<file path="src/rtl/vregs_arb.sv">
// Two-master Wishbone arbiter for the terminal register slave.
// Round-robin grant held for the whole cyc tenure, with a per-transfer ack watchdog.
module vregs_arb #(
  parameter int AW      = 16,
  parameter int DW      = 16,
  parameter int SW      = 2,
  parameter int TIMEOUT = 15,
  parameter int TOW     = 4
) (
  input  logic          wb_clk_i,
  input  logic          wb_rstn_i,
  input  logic          m0_cyc_i,
  input  logic          m0_stb_i,
  input  logic          m0_we_i,
  input  logic [AW-1:0] m0_adr_i,
  input  logic [DW-1:0] m0_dat_i,
  input  logic [SW-1:0] m0_sel_i,
  output logic [DW-1:0] m0_dat_o,
  output logic          m0_ack_o,
  output logic          m0_err_o,
  input  logic          m1_cyc_i,
  input  logic          m1_stb_i,
  input  logic          m1_we_i,
  input  logic [AW-1:0] m1_adr_i,
  input  logic [DW-1:0] m1_dat_i,
  input  logic [SW-1:0] m1_sel_i,
  output logic [DW-1:0] m1_dat_o,
  output logic          m1_ack_o,
  output logic          m1_err_o,
  output logic          s_cyc_o,
  output logic          s_stb_o,
  output logic          s_we_o,
  output logic [AW-1:0] s_adr_o,
  output logic [DW-1:0] s_dat_o,
  output logic [SW-1:0] s_sel_o,
  input  logic [DW-1:0] s_dat_i,
  input  logic          s_ack_i,
  output logic [1:0]    gnt_o
);

  typedef enum logic [1:0] {
    IDLE = 2'd0,
    OWN0 = 2'd1,
    OWN1 = 2'd2
  } state_t;

  state_t         state_reg, state_next;
  logic           last_reg, last_next;
  logic [TOW-1:0] cnt_reg, cnt_next;

  // Master-side buses gathered into arrays so both ports share one datapath.
  logic [1:0]    m_cyc, m_stb, m_we;
  logic [AW-1:0] m_adr [2];
  logic [DW-1:0] m_dat [2];
  logic [SW-1:0] m_sel [2];
  logic [1:0]    m_ack, m_err;
  logic [DW-1:0] m_rdat [2];

  assign m_cyc    = {m1_cyc_i, m0_cyc_i};
  assign m_stb    = {m1_stb_i, m0_stb_i};
  assign m_we     = {m1_we_i,  m0_we_i};
  assign m_adr[0] = m0_adr_i;
  assign m_adr[1] = m1_adr_i;
  assign m_dat[0] = m0_dat_i;
  assign m_dat[1] = m1_dat_i;
  assign m_sel[0] = m0_sel_i;
  assign m_sel[1] = m1_sel_i;

  logic       owned;
  logic       own_idx;
  logic [1:0] owner_hot;
  logic       wdog_hit;

  assign owned     = (state_reg != IDLE);
  assign own_idx   = (state_reg == OWN1);
  assign owner_hot = {state_reg == OWN1, state_reg == OWN0};
  assign gnt_o     = owner_hot;
  assign wdog_hit  = owned & s_stb_o & ~s_ack_i & (cnt_reg == TOW'(TIMEOUT));

  always_ff @(posedge wb_clk_i or negedge wb_rstn_i) begin
    if (!wb_rstn_i) begin
      state_reg <= IDLE;
      last_reg  <= 1'b1;
      cnt_reg   <= '0;
    end else begin
      state_reg <= state_next;
      last_reg  <= last_next;
      cnt_reg   <= cnt_next;
    end
  end

  // Only cyc steers the grant; on a tie the master that did not own last wins.
  always_comb begin
    state_next = state_reg;
    last_next  = last_reg;
    case (state_reg)
      IDLE: begin
        if (m_cyc[0] && (!m_cyc[1] || last_reg)) begin
          state_next = OWN0;
        end else if (m_cyc[1]) begin
          state_next = OWN1;
        end
      end
      OWN0: begin
        if (!m_cyc[0]) begin
          state_next = IDLE;
          last_next  = 1'b0;
        end
      end
      OWN1: begin
        if (!m_cyc[1]) begin
          state_next = IDLE;
          last_next  = 1'b1;
        end
      end
      default: begin
        state_next = IDLE;
      end
    endcase
  end

  // The err cycle counts as the first cycle of the next window, so a stuck
  // strobe sees repeats exactly TIMEOUT cycles apart.
  always_comb begin
    cnt_next = '0;
    if (owned && m_cyc[own_idx] && s_stb_o && !s_ack_i) begin
      if (wdog_hit) begin
        cnt_next = TOW'(1);
      end else begin
        cnt_next = cnt_reg + 1'b1;
      end
    end
  end

  always_comb begin
    s_cyc_o = 1'b0;
    s_stb_o = 1'b0;
    s_we_o  = 1'b0;
    s_adr_o = '0;
    s_dat_o = '0;
    s_sel_o = '0;
    if (owned) begin
      s_cyc_o = m_cyc[own_idx];
      s_stb_o = m_stb[own_idx];
      s_we_o  = m_we[own_idx];
      s_adr_o = m_adr[own_idx];
      s_dat_o = m_dat[own_idx];
      s_sel_o = m_sel[own_idx];
    end
  end

  genvar gi;
  generate
    for (gi = 0; gi < 2; gi++) begin : g_ret
      assign m_ack[gi]  = owner_hot[gi] & s_ack_i;
      assign m_err[gi]  = owner_hot[gi] & wdog_hit;
      assign m_rdat[gi] = owner_hot[gi] ? s_dat_i : '0;
    end
  endgenerate

  assign m0_ack_o = m_ack[0];
  assign m0_err_o = m_err[0];
  assign m0_dat_o = m_rdat[0];
  assign m1_ack_o = m_ack[1];
  assign m1_err_o = m_err[1];
  assign m1_dat_o = m_rdat[1];

endmodule

</file>
<file path="config.mk">
export PLATFORM = sky130hd
export DESIGN_NAME = vregs_arb
export DESIGN_NICKNAME = d
export VERILOG_FILES = /design/src/rtl/vregs_arb.sv
export SDC_FILE = /design/constraint.sdc
export NUM_CORES = 1
export LEC_CHECK = 0
export CAP_MARGIN = 0
export CORE_ASPECT_RATIO = 1.4
export CORE_MARGIN = 3
export CORE_UTILIZATION = 21
export CTS_CLUSTER_SIZE = 24
export DETAILED_ROUTE_END_ITERATION = 16
export PLACE_DENSITY = 0.92
export SLEW_MARGIN = 10
export SYNTH_ARGS = -nofsm -noshare
export SYNTH_HDL_FRONTEND = slang
export SYNTH_SLANG_ARGS = --single-unit
</file>
<file path="constraint.sdc">
create_clock -name wb_clk_i -period 1.8 [get_ports wb_clk_i]
set_input_delay 0.54 -clock wb_clk_i [delete_from_list [all_inputs] [get_ports wb_clk_i]]
set_output_delay 0.54 -clock wb_clk_i [all_outputs]
set_load 0.01 [all_outputs]
</file>
* Yosys cells after proc, flatten, opt, wreduce, memory -nomap -nowiden
Index checks and enable logic that the tools add are counted.
Storage, ports and cells: bits in registers 7, bits of input ports 93, output and inout port bits 75, word-level logic and storage cells 66
Cells by class: add/sub/neg operators 1, order comparisons 2, equal/unequal tests 6, muxes and demuxes 33, bitwise logic cells 9, reduce and logical (&&, ||, !) cells 12
Operators by type and width (number):
- 2-to-1 mux 16 bit | 10
- 2-to-1 mux 2 bit | 8
- 2-to-1 mux 1 bit | 11
- 2-to-1 mux 4 bit | 2
- bitwise AND 1 bit | 7
- case mux 2 bit (3 select lines) | 1
- AND reduction 3 bit | 2
- adder 4 x 1 -> 4 bit (second input constant) | 1
- == test 4 bit (second input constant) | 1
- logical AND 1 bit | 4
- != test 2 bit (second input constant) | 2
- nonzero test 2 bit | 2
- != test 3 bit (second input constant) | 1
- == test 2 x 1 -> 1 bit (second input constant) | 1
- == test 2 bit (second input constant) | 1
- >= comparator 2 bit (second input constant) | 1
- logical NOT 1 bit | 2
- logical NOT 2 bit | 1
- less-than comparator 1 x 2 -> 1 bit (second input constant) | 1
- NOT 1 -> 2 bit | 1
- case mux 1 bit (2 select lines) | 1
- logical OR 1 bit | 1
- NOT 1 bit | 1

* Depth between registers and ports, before layout
Gate-level depths: netlist of run 1.
depth in word-level cells 9, gate-level depth with buffers 4, mapped depth without buffers 4

* Least setup slack after synthesis of run 1
OpenSTA, ideal clock, no wires.
kind input to output, start point in m1_stb_i, end point out m1_err_o, arrival 1.265 ns, data required time 1.260 ns, slack -0.005 ns, stages 3, buffers on the path 0, cells stage by stage nand3b_1 -> a211o_1 -> nor3b_1
On the way: longest elaborated chain between the ends 7
Ends and longest elaborated chain:
- start: declaration | RTL line 22 | input logic m1_stb_i,
- 2-to-1 mux 1 bit (implied by the code) (2 in a row) | RTL line 144 | s_stb_o = m_stb[own_idx];
- 2-to-1 mux 1 bit | RTL line 142 | if (owned) begin
- bitwise AND 1 bit (3 in a row) | RTL line 78 | assign wdog_hit = owned & s_stb_o & ~s_ack_i & (cnt_reg == TOW'(TIMEOUT));
- bitwise AND 1 bit | RTL line 156 | assign m_err[gi] = owner_hot[gi] & wdog_hit;
- end: declaration | RTL line 29 | output logic m1_err_o,
Every way passes these cells. The select of a mux whose other input is x is not followed.

* Worst setup path after layout of run 1
start point reg state_reg[0], end point out s_adr_o[12]
On the way: longest elaborated chain between the ends 6, elaborated cells on any way between the ends 7, classes of those cells eq/ne: 1; mux: 4; bitwise: 1; reduce/logical: 1
Ends and longest elaborated chain:
- start: declaration | RTL line 47 | state_t state_reg, state_next;
- start signal: assignment | RTL line 86 | state_reg <= state_next;
- == test 2 bit | RTL line 75 | assign own_idx = (state_reg == OWN1);
- NOT 1 -> 2 bit (implied by the code) | RTL line 146 | s_adr_o = m_adr[own_idx];
- 2-to-1 mux 16 bit (implied by the code) (3 in a row) | RTL line 146
- 2-to-1 mux 16 bit * | RTL line 142
- end: declaration | RTL line 33 | output logic [AW-1:0] s_adr_o,
Mark *: on every way between the ends. The rest lies on a longest branch, timed or not. The select of a mux whose other input is x is not followed.

==> impl_metrics.json, run 1 <==
{
  "area_delta_synth_final_pct": 221,
  "status": "finished, violations left",
  "num_vias": 1815,
  "finalCoreUtilization_pct": 71.0,
  "row_count": 28,
  "end_kind": "output pin",
  "cp_num_buf_inv": 6,
  "p_per_area_nw_per_um2": 666,
  "violations": "negative setup slack",
  "cts_tree": "built",
  "die_y_um": 85.4,
  "ys_types": 22,
  "drive_above_1_share_pct": 44.8,
  "largest_reg_flops": 4,
  "initial_core_util_pct": 22.1,
  "synth-seq-cells": 7,
  "synthCells": 121,
  "muxShareOfSynthArea_pct": 0,
  "crit_family": "buffers and inverters",
  "dieArea_um2": 5360,
  "fin_skew_ns": 0.00360,
  "synth.most_common_cell": "a22o_1",
  "max-slew-margin-rel_pct": 79.6,
  "fin_cells": 390,
  "final_nets": 425,
  "rsz0062_at_grt": "yes",
  "power_mw": 2.02,
  "synth_area_leaders": "a22o_1, and2_1, dfrtp_1, buf_2, dfstp_2",
  "hpwlAfterDp_um": 4910,
  "ir_drop_mv": 0.467,
  "firstDrtPassIters": 4,
  "hold_viol_final": 0,
  "place.gp.congestion": 0.796,
  "htreeDepth": 1,
  "antenna_found_initial": 0,
  "hold_class": "reg2reg",
  "synth_fa_ha_area_share_pct": 1.32,
  "syn-cell-area_um2": 946,
  "io_pins": 168,
  "diodes": 0,
  "clkSinkCount": 7,
  "cts_buffer_depth": 2,
  "synth_xor_xnor_area_share_pct": 0.926,
  "fmax_mhz": 472,
  "seq_area_frac_synth_pct": 18.7,
  "maxSlewViolCount": 0,
  "synth_compound_area_share_pct": 38.9,
  "syn-num-nets": 215,
  "yosys.area_share.simple_pct": 32.1,
  "placed_cells": 358,
  "ys_dominant_reg_cell": "dfrtp_1",
  "cts_buffers": 3,
  "vias_per_cell": 4.65,
  "yosysTopAreaCellShare_pct": 32.4,
  "final-setup-viol-count": 74,
  "min_period_ns": 2.12,
  "tightest_slew_ns": 0.305,
  "syn_avg_cell_area_um2": 7.82,
  "grt_pass1_wl_um": 10100,
  "setup_slack_ns": -0.318,
  "wl_per_cell_um": 16.9,
  "remaining_drc_errors": 0,
  "worstSetupStartpointType": "flop",
  "cp_slowest_stage_delay_ns": 0.40,
  "drtIter0Drc": 31,
  "wirelength_um": 6590,
  "crit_fanout": 5,
  "first_global_vias": 1908,
  "cp_cell_sequence": "buf_4, nor2b_4, buf_6, buf_12, buf_12, buf_6, a22o_1, buf_2",
  "yosysWarnings": 0,
  "synth_common_cells": "a22o_1, and2_1, buf_2",
  "grt_use_total_pct": 23.8,
  "clkSlewWorstSetupHoldPaths_ns": 0.04,
  "cp.arrival_ns": 1.58,
  "finalCritPeriodShare_pct": 118,
  "grt_max_degree": 26,
  "synth_edf_count": 0,
  "grt.overflow.total": 0,
  "synth_async_sr_flop_share_pct": 100,
  "power.leakage_nw": 1.50,
  "clkLatencyLatePin_ns": 0.23,
  "critPathSlowestCell": "dfrtp_2",
  "coreArea_um2": 4270,
  "yosys.area.top_type": "a22o_1",
  "io_buffers": 167,
  "ant_nets": 0,
  "die_x_um": 62.7,
  "synth_top_family_by_area": "compound AO/OA/AOI/OAI gates",
  "worstSetupPathType": "reg2out",
  "maxCapViolations": 0,
  "cts_root_buf": "clkbuf_8",
  "required_ns": 1.26
}
[per-layer routing]
layer	vias up	GRT usage, %	wire length [um]
met1	830	23.3	2240
met5	-	0	0
met4	0	6.22	164
met2	101	46.9	3600
li1	870	-	-
met3	14	8.08	593
[worst paths after layout]
check | cells after the start | from | endpoint | slack, ns
setup / recovery | 8 | state_reg[0] | s_adr_o[12] | -0.32
hold / removal | 2 | last_reg | last_reg | 0.50
setup reg to reg | 7 | state_reg[0] | cnt_reg[3] | 0.07
hold reg to reg | 2 | last_reg | last_reg | 0.50
max in group asynchronous | 1 | wb_rstn_i | last_reg | 0.95
min in group asynchronous | 1 | wb_rstn_i | cnt_reg[3] | 0.57
[tightest hold or removal path: stages, from the launching register on]
cell and delay [ns]:
dfstp_2 0.37, o21ai_0 0.07, nand2_1 0.06
[placed cells by master, fill, tap and decap left out, types with 5 or more instances in the layout]
cell / Yosys / routed
clkdlybuf4s50_1: 0 / 87
and2_4: 0 / 11
buf_6: 0 / 45
buf_4: 2 / 17
a22o_1: 35 / 34
dlygate4sd2_1: 0 / 5
buf_2: 10 / 56
dfrtp_1: 6 / 5
and2_1: 34 / 23
nand2_1: 6 / 5
[cell families (layout without fill, tap and decap cells)]
family | after synthesis | in the layout
adders and majority gates | 1 | 1
AOI/OAI and AO/OA | 45 | 45
and+or+nand+nor | 52 | 52
DFF | 7 | 7
xor gates and xnor gates | 1 | 1
buffers and inverters | 15 | 224
[cell type report]
type | count | area (um2)
Fill cell | 346 | 1240
Tap cell | 60 | 75.1
Multi-Input combinational cell | 99 | 761
Inverter | 3 | 11.3
Clock inverter | 1 | 5.00
Timing Repair Buffer | 217 | 1960
Sequential cell | 7 | 178
Clock buffer | 3 | 41.3
[metrics by stage]
stage / hold slack, ns / area [um2] / setup TNS [ns] / worst slack (ns)
CTS: 0.509 / 2990 / -10.0 / -0.337
floorplan: 0.244 / 951 / 0 / 0.0367
global placement: 0.488 / 2830 / -30.76 / -0.841
detailed placement: 0.501 / 2830 / -32.08 / -0.920
finish: 0.502 / 3040 / -14.15 / -0.318
global route: 0.526 / 3040 / -18.30 / -0.383
[power breakdown]
group / switching [mW] / internal [mW]
sequential: 0.0183 / 0.188
clock: 0.0696 / 0.150
combinational: 0.635 / 0.961
[repair_timing]
item / CTS / global route
resized for setup: 371 / 7
setup buffers: 24 / 3
pin swaps: 56 / 6
cloned: 5 / 2
hold buffers: 0 / 0
endpoints found under the setup margin: 75 / 75
No activity file was read; power rests on OpenSTA's default activity.
==> inputs of run 2 (changes only) <==
Settings changed: ABC_CLOCK_PERIOD_IN_PS from default to 1800.
==> results of run 2 <==
Same layout as run 1: the final DEF is identical, and so are final timing and power.
